[config.mk]
export PLATFORM = sky130hd
export DESIGN_NAME = counter_param_flat
export DESIGN_NICKNAME = d
export VERILOG_FILES = /design/src/rtl/counter_param_if.sv /design/src/rtl/counter_param.sv /design/src/flat_wrapper.sv
export SDC_FILE = /design/constraint.sdc
export NUM_CORES = 1
export LEC_CHECK = 0
export BUFFER_PORTS_ARGS = -buffer_cell sky130_fd_sc_hd__buf_4
export CAP_MARGIN = 20
export CORE_ASPECT_RATIO = 0.75
export CORE_MARGIN = 3
export CORE_UTILIZATION = 30
export CTS_BUF_LIST = sky130_fd_sc_hd__clkbuf_2 sky130_fd_sc_hd__clkbuf_4 sky130_fd_sc_hd__clkbuf_8
export DETAILED_ROUTE_END_ITERATION = 10
export SETUP_SLACK_MARGIN = 0.4
export SYNTH_ARGS = -nofsm -noshare
export SYNTH_HDL_FRONTEND = slang
export SYNTH_SLANG_ARGS = --single-unit
[constraint.sdc]
create_clock -name clk -period 1.97 [get_ports clk]
set_input_delay 0.2955 -clock clk [delete_from_list [all_inputs] [get_ports clk]]
set_output_delay 0.2955 -clock clk [all_outputs]
set_load 0.02 [all_outputs]
[src/rtl/counter_param_if.sv]
// -----------------------------------------------------------------------------
// counter_param_if
//   Bus between a counter_param instance and whatever drives it.
//
//   Signals
//     ENABLE  1      1: execute MODO this cycle; 0: hold
//     MODO    2      00 up +1, 01 down -1, 10 down -STEP_DN, 11 load D
//     D       WIDTH  load value used when MODO=11
//     Q       WIDTH  registered counter value
//     RCO     1      registered pulse: boundary crossed or clamped on this update
//     LOAD    1      registered pulse: D loaded on this update
//
//   Modports
//     master  drives ENABLE/MODO/D, observes Q/RCO/LOAD (driver side)
//     slave   the counter itself
// -----------------------------------------------------------------------------
interface counter_param_if #(
    parameter int WIDTH = 8
);
    logic             ENABLE;
    logic [1:0]       MODO;
    logic [WIDTH-1:0] D;
    logic [WIDTH-1:0] Q;
    logic             RCO;
    logic             LOAD;

    modport master (
        output ENABLE, MODO, D,
        input  Q, RCO, LOAD
    );

    modport slave (
        input  ENABLE, MODO, D,
        output Q, RCO, LOAD
    );
endinterface : counter_param_if

[src/rtl/counter_param.sv]
// -----------------------------------------------------------------------------
// counter_param
//   WIDTH-bit multi-mode counter: up by 1, down by 1, down by STEP_DN, or load.
//   RCO flags a boundary crossing (or a clamp in saturating mode) and LOAD
//   flags a load; both are registered one-cycle pulses updated with Q.
//
//   Parameters
//     WIDTH     counter width in bits (>= 2)
//     STEP_DN   decrement used for MODO=10 (1 .. 2^WIDTH-1)
//     SATURATE  0: wrap modulo 2^WIDTH; 1: clamp at 0 / 2^WIDTH-1
//
//   Ports
//     clk    rising-edge clock
//     RESET  asynchronous active-low reset; clears Q, RCO and LOAD
//     bus    counter_param_if.slave (ENABLE, MODO, D in; Q, RCO, LOAD out)
// -----------------------------------------------------------------------------
module counter_param #(
    parameter int          WIDTH    = 8,
    parameter int unsigned STEP_DN  = 3,
    parameter bit          SATURATE = 1'b0
) (
    input  logic            clk,
    input  logic            RESET,
    counter_param_if.slave  bus
);

    typedef enum logic [1:0] {
        MODE_UP   = 2'b00,
        MODE_DN   = 2'b01,
        MODE_STEP = 2'b10,
        MODE_LOAD = 2'b11
    } mode_e;

    // Operands are one bit wider than Q so that the extra MSB of each
    // result is the carry/borrow, i.e. the crossing flag.
    localparam logic [WIDTH:0] ONE_EXT  = (WIDTH+1)'(1);
    localparam logic [WIDTH:0] STEP_EXT = (WIDTH+1)'(STEP_DN);

    mode_e            mode;
    logic [WIDTH-1:0] q_r;
    logic             rco_r;
    logic             load_r;
    logic [WIDTH-1:0] q_next;
    logic             rco_next;
    logic             load_next;
    logic [WIDTH:0]   q_ext;
    logic [WIDTH:0]   up_sum;
    logic [WIDTH:0]   dn_one;
    logic [WIDTH:0]   dn_step;

    assign mode    = mode_e'(bus.MODO);
    assign q_ext   = {1'b0, q_r};
    assign up_sum  = q_ext + ONE_EXT;
    assign dn_one  = q_ext - ONE_EXT;
    // Borrow is set only when Q < STEP_DN; landing exactly on 0 is not a crossing.
    assign dn_step = q_ext - STEP_EXT;

    always_comb begin
        // NOTE: every output of this block gets a default first, so no path
        // leaves a signal unassigned and no latch is inferred.
        q_next    = q_r;
        rco_next  = 1'b0;
        load_next = 1'b0;
        if (bus.ENABLE) begin
            unique case (mode)
                MODE_UP: begin
                    // Saturating at the top means "hold", which is Q itself.
                    q_next   = (SATURATE && up_sum[WIDTH]) ? q_r : up_sum[WIDTH-1:0];
                    rco_next = up_sum[WIDTH];
                end
                MODE_DN: begin
                    q_next   = (SATURATE && dn_one[WIDTH]) ? '0 : dn_one[WIDTH-1:0];
                    rco_next = dn_one[WIDTH];
                end
                MODE_STEP: begin
                    q_next   = (SATURATE && dn_step[WIDTH]) ? '0 : dn_step[WIDTH-1:0];
                    rco_next = dn_step[WIDTH];
                end
                MODE_LOAD: begin
                    q_next    = bus.D;
                    load_next = 1'b1;
                end
            endcase
        end
    end

    always_ff @(posedge clk or negedge RESET) begin
        if (!RESET) begin
            q_r    <= '0;
            rco_r  <= 1'b0;
            load_r <= 1'b0;
        end else begin
            // NOTE: state registers use non-blocking assignments so every
            // register samples the pre-edge values regardless of statement order.
            q_r    <= q_next;
            rco_r  <= rco_next;
            load_r <= load_next;
        end
    end

    assign bus.Q    = q_r;
    assign bus.RCO  = rco_r;
    assign bus.LOAD = load_r;

endmodule : counter_param

[src/flat_wrapper.sv]
// flat-port wrapper written by rule: the top's interface ports become plain ports
module counter_param_flat 
#(
    parameter int          WIDTH    = 8,
    parameter int unsigned STEP_DN  = 3,
    parameter bit          SATURATE = 1'b0
)
  (clk, RESET, bus_ENABLE, bus_MODO, bus_D, bus_Q, bus_RCO, bus_LOAD);
  counter_param_if #(.WIDTH(WIDTH)) bus_i ();
  input  logic clk;
  input  logic RESET;
  input wire logic [$bits(bus_i.ENABLE)-1:0] bus_ENABLE;
  input wire logic [$bits(bus_i.MODO)-1:0] bus_MODO;
  input wire logic [$bits(bus_i.D)-1:0] bus_D;
  output wire logic [$bits(bus_i.Q)-1:0] bus_Q;
  output wire logic [$bits(bus_i.RCO)-1:0] bus_RCO;
  output wire logic [$bits(bus_i.LOAD)-1:0] bus_LOAD;
  assign bus_i.ENABLE = bus_ENABLE;
  assign bus_i.MODO = bus_MODO;
  assign bus_i.D = bus_D;
  assign bus_Q = bus_i.Q;
  assign bus_RCO = bus_i.RCO;
  assign bus_LOAD = bus_i.LOAD;
  counter_param #(.WIDTH(WIDTH), .STEP_DN(STEP_DN), .SATURATE(SATURATE)) u_core (.clk(clk), .RESET(RESET), .bus(bus_i));
endmodule
After elaboration in Yosys (flattened, before gate mapping)
Index checks and enable logic that the tools add are counted.
{"block": "op_classes", "n_addsub": 3, "eq_ne": 3, "muxes": 5, "n_reduce_logical": 1}
{"op": "$pmux W8 S4", "count": 1}
{"op": "$add A8 B1 Y9 const B", "count": 1}
{"op": "$sub A8 B1 Y9 const B", "count": 1}
{"op": "$sub A8 B2 Y9 const B", "count": 1}
{"op": "$eq A2 B2 Y1 const B", "count": 2}
{"op": "$mux W1", "count": 3}
{"op": "$pmux W1 S3", "count": 1}
{"op": "$eq A2 B1 Y1 const B", "count": 1}
{"op": "$logic_not A2 Y1", "count": 1}
{"block": "word_totals", "ff_bits": 10, "input_bits": 13, "wordCells": 15}

Depth between registers and ports, before layout
Gate-level depths: netlist of run 1.
{"block": "logic_depth", "depth_word": 3, "mapped_depth": 7, "ltp_nobuf": 6}

Worst setup path after synthesis of run 1
OpenSTA, ideal clock, no wires.
{"block": "synth_timing", "path_kind": "reg-to-reg", "from": "reg u_core.q_r[0], in the netlist u_core.bus.Q[0]", "to": "reg u_core.q_r[6], in the netlist u_core.bus.Q[6]", "setup_ns": 0.104, "arrival_time_ns": 1.782, "t_required_ns": 1.866, "path_slack_ns": 0.084, "path_stages_with_launch": 6, "path_buffers": 0, "synth_period_minus_slack_ns": 1.886, "path_cell_list": "dfrtp_1 ha_1 or3b_2 a211oi_1 a211oi_1 a221oi_1"}
{"block": "synth_between", "elab_chain_cells": 2, "word_cells_on_any_way": 4, "cone_classes": "3 x add/sub; 1 x mux"}
{"element": "start, declared", "line": "counter_param.sv:40", "rtl": "logic [WIDTH-1:0] q_r;"}
{"element": "start signal, assigned", "line": "counter_param.sv:95", "rtl": "q_r <= q_next;"}
{"element": "$sub A8 B2 Y9, or another cell as far along", "line": "counter_param.sv:56", "rtl": "assign dn_step = q_ext - STEP_EXT;"}
{"element": "$pmux W8 S4 *", "line": "counter_param.sv:65", "rtl": "unique case (mode)"}
Every way passes the cells marked *; elsewhere a longest branch is shown, timed or not.
A chain may end at the register's enable or synchronous reset.

Worst setup path after layout of run 1
{"block": "layout_timing", "from": "reg u_core.q_r[3], in the netlist u_core.bus.Q[3]", "to": "reg u_core.q_r[5], in the netlist u_core.bus.Q[5]"}
The elaborated chain is that of the path after synthesis.

==> results of run 1 <==
## layout by cell type, fill, tap and decap left out, drive strengths merged, types with 2 or more instances in the layout
cell | Yosys | final
ha | 2 | 2
a221oi | 4 | 4
buf | 2 | 39
and4 | 3 | 3
a21oi | 11 | 11
clkbuf | 10 | 4
nor2 | 8 | 8
nand3 | 4 | 4
nor2b | 3 | 3
nor3 | 3 | 3
o21ai | 7 | 7
o22ai | 2 | 2
mux2i | 4 | 4
nand2b | 2 | 2
a211oi | 4 | 4
and2 | 2 | 2
inv | 5 | 5
and3 | 2 | 2
dfrtp | 10 | 10
nand2 | 5 | 5
o31ai | 2 | 2
nand3b | 4 | 4
a31oi | 2 | 2
## cell families after synthesis
group,Yosys count
simple gates,43
xor+xnor,2
fa+ha+maj,3
flops,10
compound gates,41
mux,4
buf+inv,17
## path summary, 6_finish.rpt
| path | start | to | cells after the start |
|---|---|---|---|
| max | u_core.bus.Q[3] | u_core.bus.Q[5] | 4 |
| min | bus_D[0] | u_core.bus.Q[0] | 3 |
| max reg2reg | u_core.bus.Q[3] | u_core.bus.Q[5] | 4 |
| min reg2reg | u_core.bus.Q[1] | u_core.bus.Q[1] | 2 |
| max in group asynchronous | RESET | u_core.bus.Q[5] | 2 |
| min in group asynchronous | RESET | u_core.bus.RCO | 2 |
## power breakdown
group | switching [W] | internal, W | total [W]
Clock | 0.0000969 | 0.000177 | 0.000274
Sequential | 0.0000634 | 0.000252 | 0.000316
Combinational | 0.000339 | 0.000311 | 0.000650
## repair_timing
item                                    4_1_cts  5_1_grt
gates resized for setup                       1        7
hold buffers                                  1        0
hold endpoints to repair                     10        0
endpoints found under the setup margin        5        6
pin swaps                                     6        7
buffers inserted                             12        2
gates cloned                                  0        0
## state kept, by name (all words and copies together) (netlist names)
register,flops
u_core.bus.LOAD,1
u_core.bus.Q,8
u_core.bus.RCO,1
## final cells by class
class,instances,area share [%]
clock buffer,4,4.02
sequential,10,18.7
timing repair buffer,40,22.1
inverter,5,1.37
multi-input combinational,93,50.3
tap,38,3.47
## layer usage
| layer | wire (µm) | share of wire (%) | global-route usage (%) |
|---|---|---|---|
| met2 | 1320 | 43 | 26.9 |
| met1 | 1470 | 48 | 21.4 |
| met5 | 0 | 0 | 0 |
| met3 | 224 | 7.3 | 4.77 |
| met4 | 53 | 1.7 | 5.31 |
## critical path, stage by stage, from the launching register on
cell and delay (ns):
dfrtp_2 0.42, or3_4 0.41, or4b_1 0.47, and4_1 0.21, a21oi_2 0.12
## metrics by stage
step / utilization, % / setup slack [ns] / total power [W] / cell area (µm²)
after floorplan: - / 0.173 / 0.000685 / 997
after global placement: 39.2 / 0.244 / 0.000833 / 1170
after detailed placement: 39.2 / 0.215 / 0.000840 / 1170
after CTS: 44.4 / 0.269 / 0.00121 / 1320
after global routing: 46.0 / 0.182 / 0.00132 / 1370
final: 46.0 / 0.260 / 0.00124 / 1370
==> results.txt, run 1 <==
status: complete, no violations
Detailed Route WL: 3.06 mm
area of the multi-input gates: 688 µm²
PwrDens: 905 nW/µm²
Leakage Power: 0.567 nW
yosys warns: 0
DIE AREA: 3890 µm²
part of the Yosys area used for sequential elements: 26.3%
Worst Hold Slack: 0.345 ns
starting density of the core: 31.9%
Synth Register Bits: 10
initial antenna violation count: 0
Setup Viol. Count Final: 0
Tmin final: 1.71 ns
startpoint class of the critical path: register
mux share of post-synthesis cell area: 4.21%
Non-Filler Instances: 190
nets@finish: 168
Rel. slew slack: 70.9%
Synth Area in Simple Gates: 26.7%
post-synthesis compound-gate area fraction: 29.6%
worst path required time: 2.14 ns
IO Count: 23
# rows: 17
area leader, netlist: dfrtp_1
CP Capture Type: register
Clock Tree Root: clkbuf_8
unrepaired setup endpoints after global routing: yes
core area: 2980 µm²
DRT iter0 DRCs: 67
largest cells by area after synthesis: dfrtp_1 (26%), a21oi_1 (5.8%), mux2i_1 (4.2%)
Skew-Pair Late Insertion Delay: 0.24 ns
Max IR drop VDD: 0.414 mV
WS Path Type: reg2reg
count of max-cap constraint violations: 0
critical path peak fanout: 4
max-slew violation count: 0
Sequential cell area: 256 µm²
first drt pass iteration count: 4
Post-Syn Area per Cell: 7.92 µm²
post-DR vias/cell: 5.77
Area growth, synth to finish: 43.9%
R2R Setup Slk: 0.26 ns
commonest cells in the netlist: a21oi_1 (11), clkbuf_1 (10), dfrtp_1 (10), nor2_1 (8), o21ai_0 (7)
Synth Flop Type: dfrtp_1
Clock Tree Buf Depth: 2
GRT overflow: 0
synthesized area: 951 µm²
Worst-Margin Slew: 0.431 ns
chip width: 71.0 µm
CTS sink count: 10
sum of negative setup slack: 0 ns
via count: 1097
Inserted Clock Buffers: 3
crit path DAT: 1.88 ns
EDFF count, synth: 0
cell count after placement: 171
Synth Area in XOR/XNOR: 1.84%
Routed Antenna Nets: 0
DR WL/cell: 16.1 µm
ant diodes: 0
largest net degree at the start of global routing: 24
Synth Instances: 120
vias in the first global route: 962
Hold Fails Final Rpt: 0
synthesized net count: 135
Synth cell types: 45
HP Class: in2reg
Clock transition at path regs: 0.05 ns
GRT Total Usage: 16.5%
die height: 54.8 µm
Post-synth ARST share: 100%
clock skew: 0.00187 ns
DP Wirelength: 2.01 mm
TritonCTS clock tree: built
cell with the most instances after synthesis: a21oi_1
first-pass GRT wire length: 4.84 mm
layout cells sized above 1: 40.1%
combinational family with the most area after synthesis: compound AO/OA/AOI/OAI gates
adder-cell share of the synthesized area: 3.68%
IO buf count: 22
Max Clk Rate: 0.585 GHz
post-synth top area share: 26.3%
drc violations: 0
GP Congestion: 0.920
Layout fillers: 297
CTS HTree Levels: 1
period utilization: 86.8%
(Power assumes the default switching activity.)
==> run 2, diff against run 1 <==
--- a/config.mk
+++ b/config.mk
@@ -7,12 +7,15 @@
 export LEC_CHECK = 0
 export BUFFER_PORTS_ARGS = -buffer_cell sky130_fd_sc_hd__buf_4
 export CAP_MARGIN = 20
+export CELL_PAD_IN_SITES_DETAIL_PLACEMENT = 2
+export CELL_PAD_IN_SITES_GLOBAL_PLACEMENT = 2
 export CORE_ASPECT_RATIO = 0.75
 export CORE_MARGIN = 3
-export CORE_UTILIZATION = 30
+export CORE_UTILIZATION = 28
 export CTS_BUF_LIST = sky130_fd_sc_hd__clkbuf_2 sky130_fd_sc_hd__clkbuf_4 sky130_fd_sc_hd__clkbuf_8
 export DETAILED_ROUTE_END_ITERATION = 10
-export SETUP_SLACK_MARGIN = 0.4
+export PLACE_DENSITY_LB_ADDON = 0.1
+export SETUP_SLACK_MARGIN = 0.15
 export SYNTH_ARGS = -nofsm -noshare
 export SYNTH_HDL_FRONTEND = slang
 export SYNTH_SLANG_ARGS = --single-unit
==> constraint.sdc (replaced) <==
create_clock -name clk -period 1.5 [get_ports clk]
set_input_delay 0.225 -clock clk [delete_from_list [all_inputs] [get_ports clk]]
set_output_delay 0.225 -clock clk [all_outputs]
set_load 0.02 [all_outputs]
==> run 2 against run 1 <==
  * The flow now finishes with violations (negative setup slack)
  * Critical path depth up 2
  * Critical endpoint is now u_core.bus.Q[4]
  * Routed wire length is 110% higher
  * First-iteration DRC count up 130%
  * Final cell count increased by 12%
  * Via count is 20% higher
  * Highest routed layer unchanged
  * Register-to-register slack worse by 0.58 ns
  * Non-clock buffer count rose by 23
==> results.txt, run 2 (synthesis results as in run 1) <==
TritonCTS clock tree: built (unchanged)
Clock transition at path regs: 0.05 ns (about the same)
Worst-Margin Slew: 0.382 ns (was 0.431 ns)
Layout fillers: 320 (was 297)
count of max-cap constraint violations: 0 (unchanged)
critical path peak fanout: 3 (was 4)
Hold Fails Final Rpt: 0 (unchanged)
PwrDens: 1230 nW/µm² (was 905 nW/µm²)
die height: 56.5 µm (was 54.8 µm)
HP Class: in2reg (unchanged)
combinational share of power: 64.4% (was 52.4%)
nets@finish: 191 (was 168)
failing checks: negative setup slack
WS Path Type: reg2reg (unchanged)
commonest non-fill, non-tap cells in the layout: buf_4 (45), buf_6 (15), nor2_1 (7) (was buf_4 (39), a21oi_1 (9), nor2_1 (8))
Sequential cell area: 256 µm² (unchanged)
Non-Filler Instances: 213 (was 190)
GP Congestion: 0.821 (was 0.920)
first-pass GRT wire length: 8.89 mm (was 4.84 mm)
commonest non-fill, non-tap cell in the layout: buf_4 (unchanged)
DRT iter0 DRCs: 155 (was 67)
CTS sink count: 10 (unchanged)
period utilization: 122% (was 86.8%)
sum of negative setup slack: -1.68 ns (was 0 ns)
R2R Setup Slk: -0.33 ns (was 0.26 ns)
flip-flop count of the largest register after layout: 8 (unchanged)
Rel. slew slack: 74.6% (was 70.9%)
post-DR vias/cell: 6.20 (was 5.77)
Max Clk Rate: 0.548 GHz (was 0.585 GHz)
Setup WS pre-CTS: -0.246 ns (was 0.215 ns)
status: finished, violations left (was complete, no violations)
IO buf count: 22 (unchanged)
Clock Tree Buf Depth: 2 (unchanged)
DP Wirelength: 3.41 mm (was 2.01 mm)
clock skew: 0.00633 ns (was 0.00187 ns)
IO Count: 23 (unchanged)
crit path DAT: 1.96 ns (was 1.88 ns)
Area growth, synth to finish: 82.0% (was 43.9%)
Setup Viol. Count Final: 7 (was 0)
core utilization of the finished layout: 56.1% (was 46.0%)
via count: 1321 (was 1097)
chip width: 73.3 µm (was 71.0 µm)
GRT Total Usage: 29.7% (was 16.5%)
largest net degree at the start of global routing: 14 (was 24)
first drt pass iteration count: 4 (unchanged)
switching power total: 0.000957 W (was 0.000499 W)
Worst Hold Slack: 0.300 ns (was 0.345 ns)
max-slew violation count: 0 (unchanged)
Routed Antenna Nets: 0 (unchanged)
cell count after placement: 196 (was 171)
CTS HTree Levels: 1 (unchanged)
startpoint class of the critical path: register (unchanged)
Clock Power Share: 15.0% (was 22.1%)
ant diodes: 0 (unchanged)
# rows: 17 (unchanged)
area of the multi-input gates: 802 µm² (was 688 µm²)
vias in the first global route: 1455 (was 962)
layout cells sized above 1: 57.7% (was 40.1%)
Detailed Route WL: 6.50 mm (was 3.06 mm)
Max IR drop VDD: 0.621 mV (was 0.414 mV)
sw frac: 44.9% (was 40.3%)
Inserted Clock Buffers: 3 (unchanged)
drc violations: 0 (unchanged)
final worst slack: -0.325 ns (was 0.260 ns)
DIE AREA: 4140 µm² (was 3890 µm²)
Pint: 0.00117 W (was 0.000740 W)
worst path required time: 1.63 ns (was 2.14 ns)
GRT overflow: 0 (unchanged)
unrepaired setup endpoints after global routing: yes (unchanged)
starting density of the core: 30.8% (was 31.9%)
core area: 3080 µm² (was 2980 µm²)
Skew-Pair Late Insertion Delay: 0.24 ns (about the same)
Clock Tree Root: clkbuf_8 (unchanged)
CP Capture Type: register (unchanged)
initial antenna violation count: 0 (unchanged)
Leakage Power: 0.727 nW (was 0.567 nW)
DR WL/cell: 30.5 µm (was 16.1 µm)
Seq pwr share: 20.6% (was 25.5%)
Tmin final: 1.83 ns (was 1.71 ns)
## run 2: critical path: stages, from the launching register on
cell	delay, ns
dfrtp_2	0.45
ha_4	0.18
or3b_4	0.42
buf_6	0.14
a21oi_4	0.17
o21ai_2	0.08
a221oi_2	0.27
## run 2: worst paths after layout
kind	cells past startpoint	endpoint	start
max reg2reg	6	u_core.bus.Q[4]	u_core.bus.Q[1]
max in group asynchronous	2	u_core.bus.Q[5]	RESET
min in group asynchronous	2	u_core.bus.Q[3]	RESET
max	6	u_core.bus.Q[4]	u_core.bus.Q[1]
min reg2reg	3	u_core.bus.Q[2]	u_core.bus.Q[2]
min	2	u_core.bus.Q[2]	bus_ENABLE
## run 2: per-layer routing
metal	vias to the layer above	GRT usage (%)	share of wire [%]
li1	563	-	-
met1	668	40.0	42
met2	68	48.0	48
met3	22	5.37	6.9
met4	0	8.79	3.4
met5	-	0	0
## run 2: power by group through the flow
stage | Clock, W | Sequential, W | Combinational, W
after global placement | 0 | 0.000412 | 0.000900
after global routing | 0.000335 | 0.000446 | 0.00143
after detailed placement | 0 | 0.000426 | 0.000935
after floorplan | 0 | 0.000468 | 0.000480
after CTS | 0.000324 | 0.000417 | 0.00117
final | 0.000319 | 0.000438 | 0.00137
## run 2: timing repair
action	CTS	global route
cloned	0	0
pin swaps	14	18
hold buffers	1	0
hold endpoints to repair	10	0
buffers inserted	8	4
endpoints found under the setup margin	7	10
resized for setup	26	20
## run 2: stage by stage
stage               instance area (µm²)  power, W
floorplan                          1040  0.000948
global placement                   1390   0.00131
detailed placement                 1390   0.00136
CTS                                1620   0.00191
global route                       1730   0.00222
finish                             1730   0.00213
## run 2: layout make-up
cell class              instances  share of cell area (%)
multi-input cells              93                    46.3
repair buffers                 63                    31.9
flip-flops and latches         10                    14.8
clock buffers                   4                    2.82
well taps                      38                    2.75
inverters                       5                    1.37
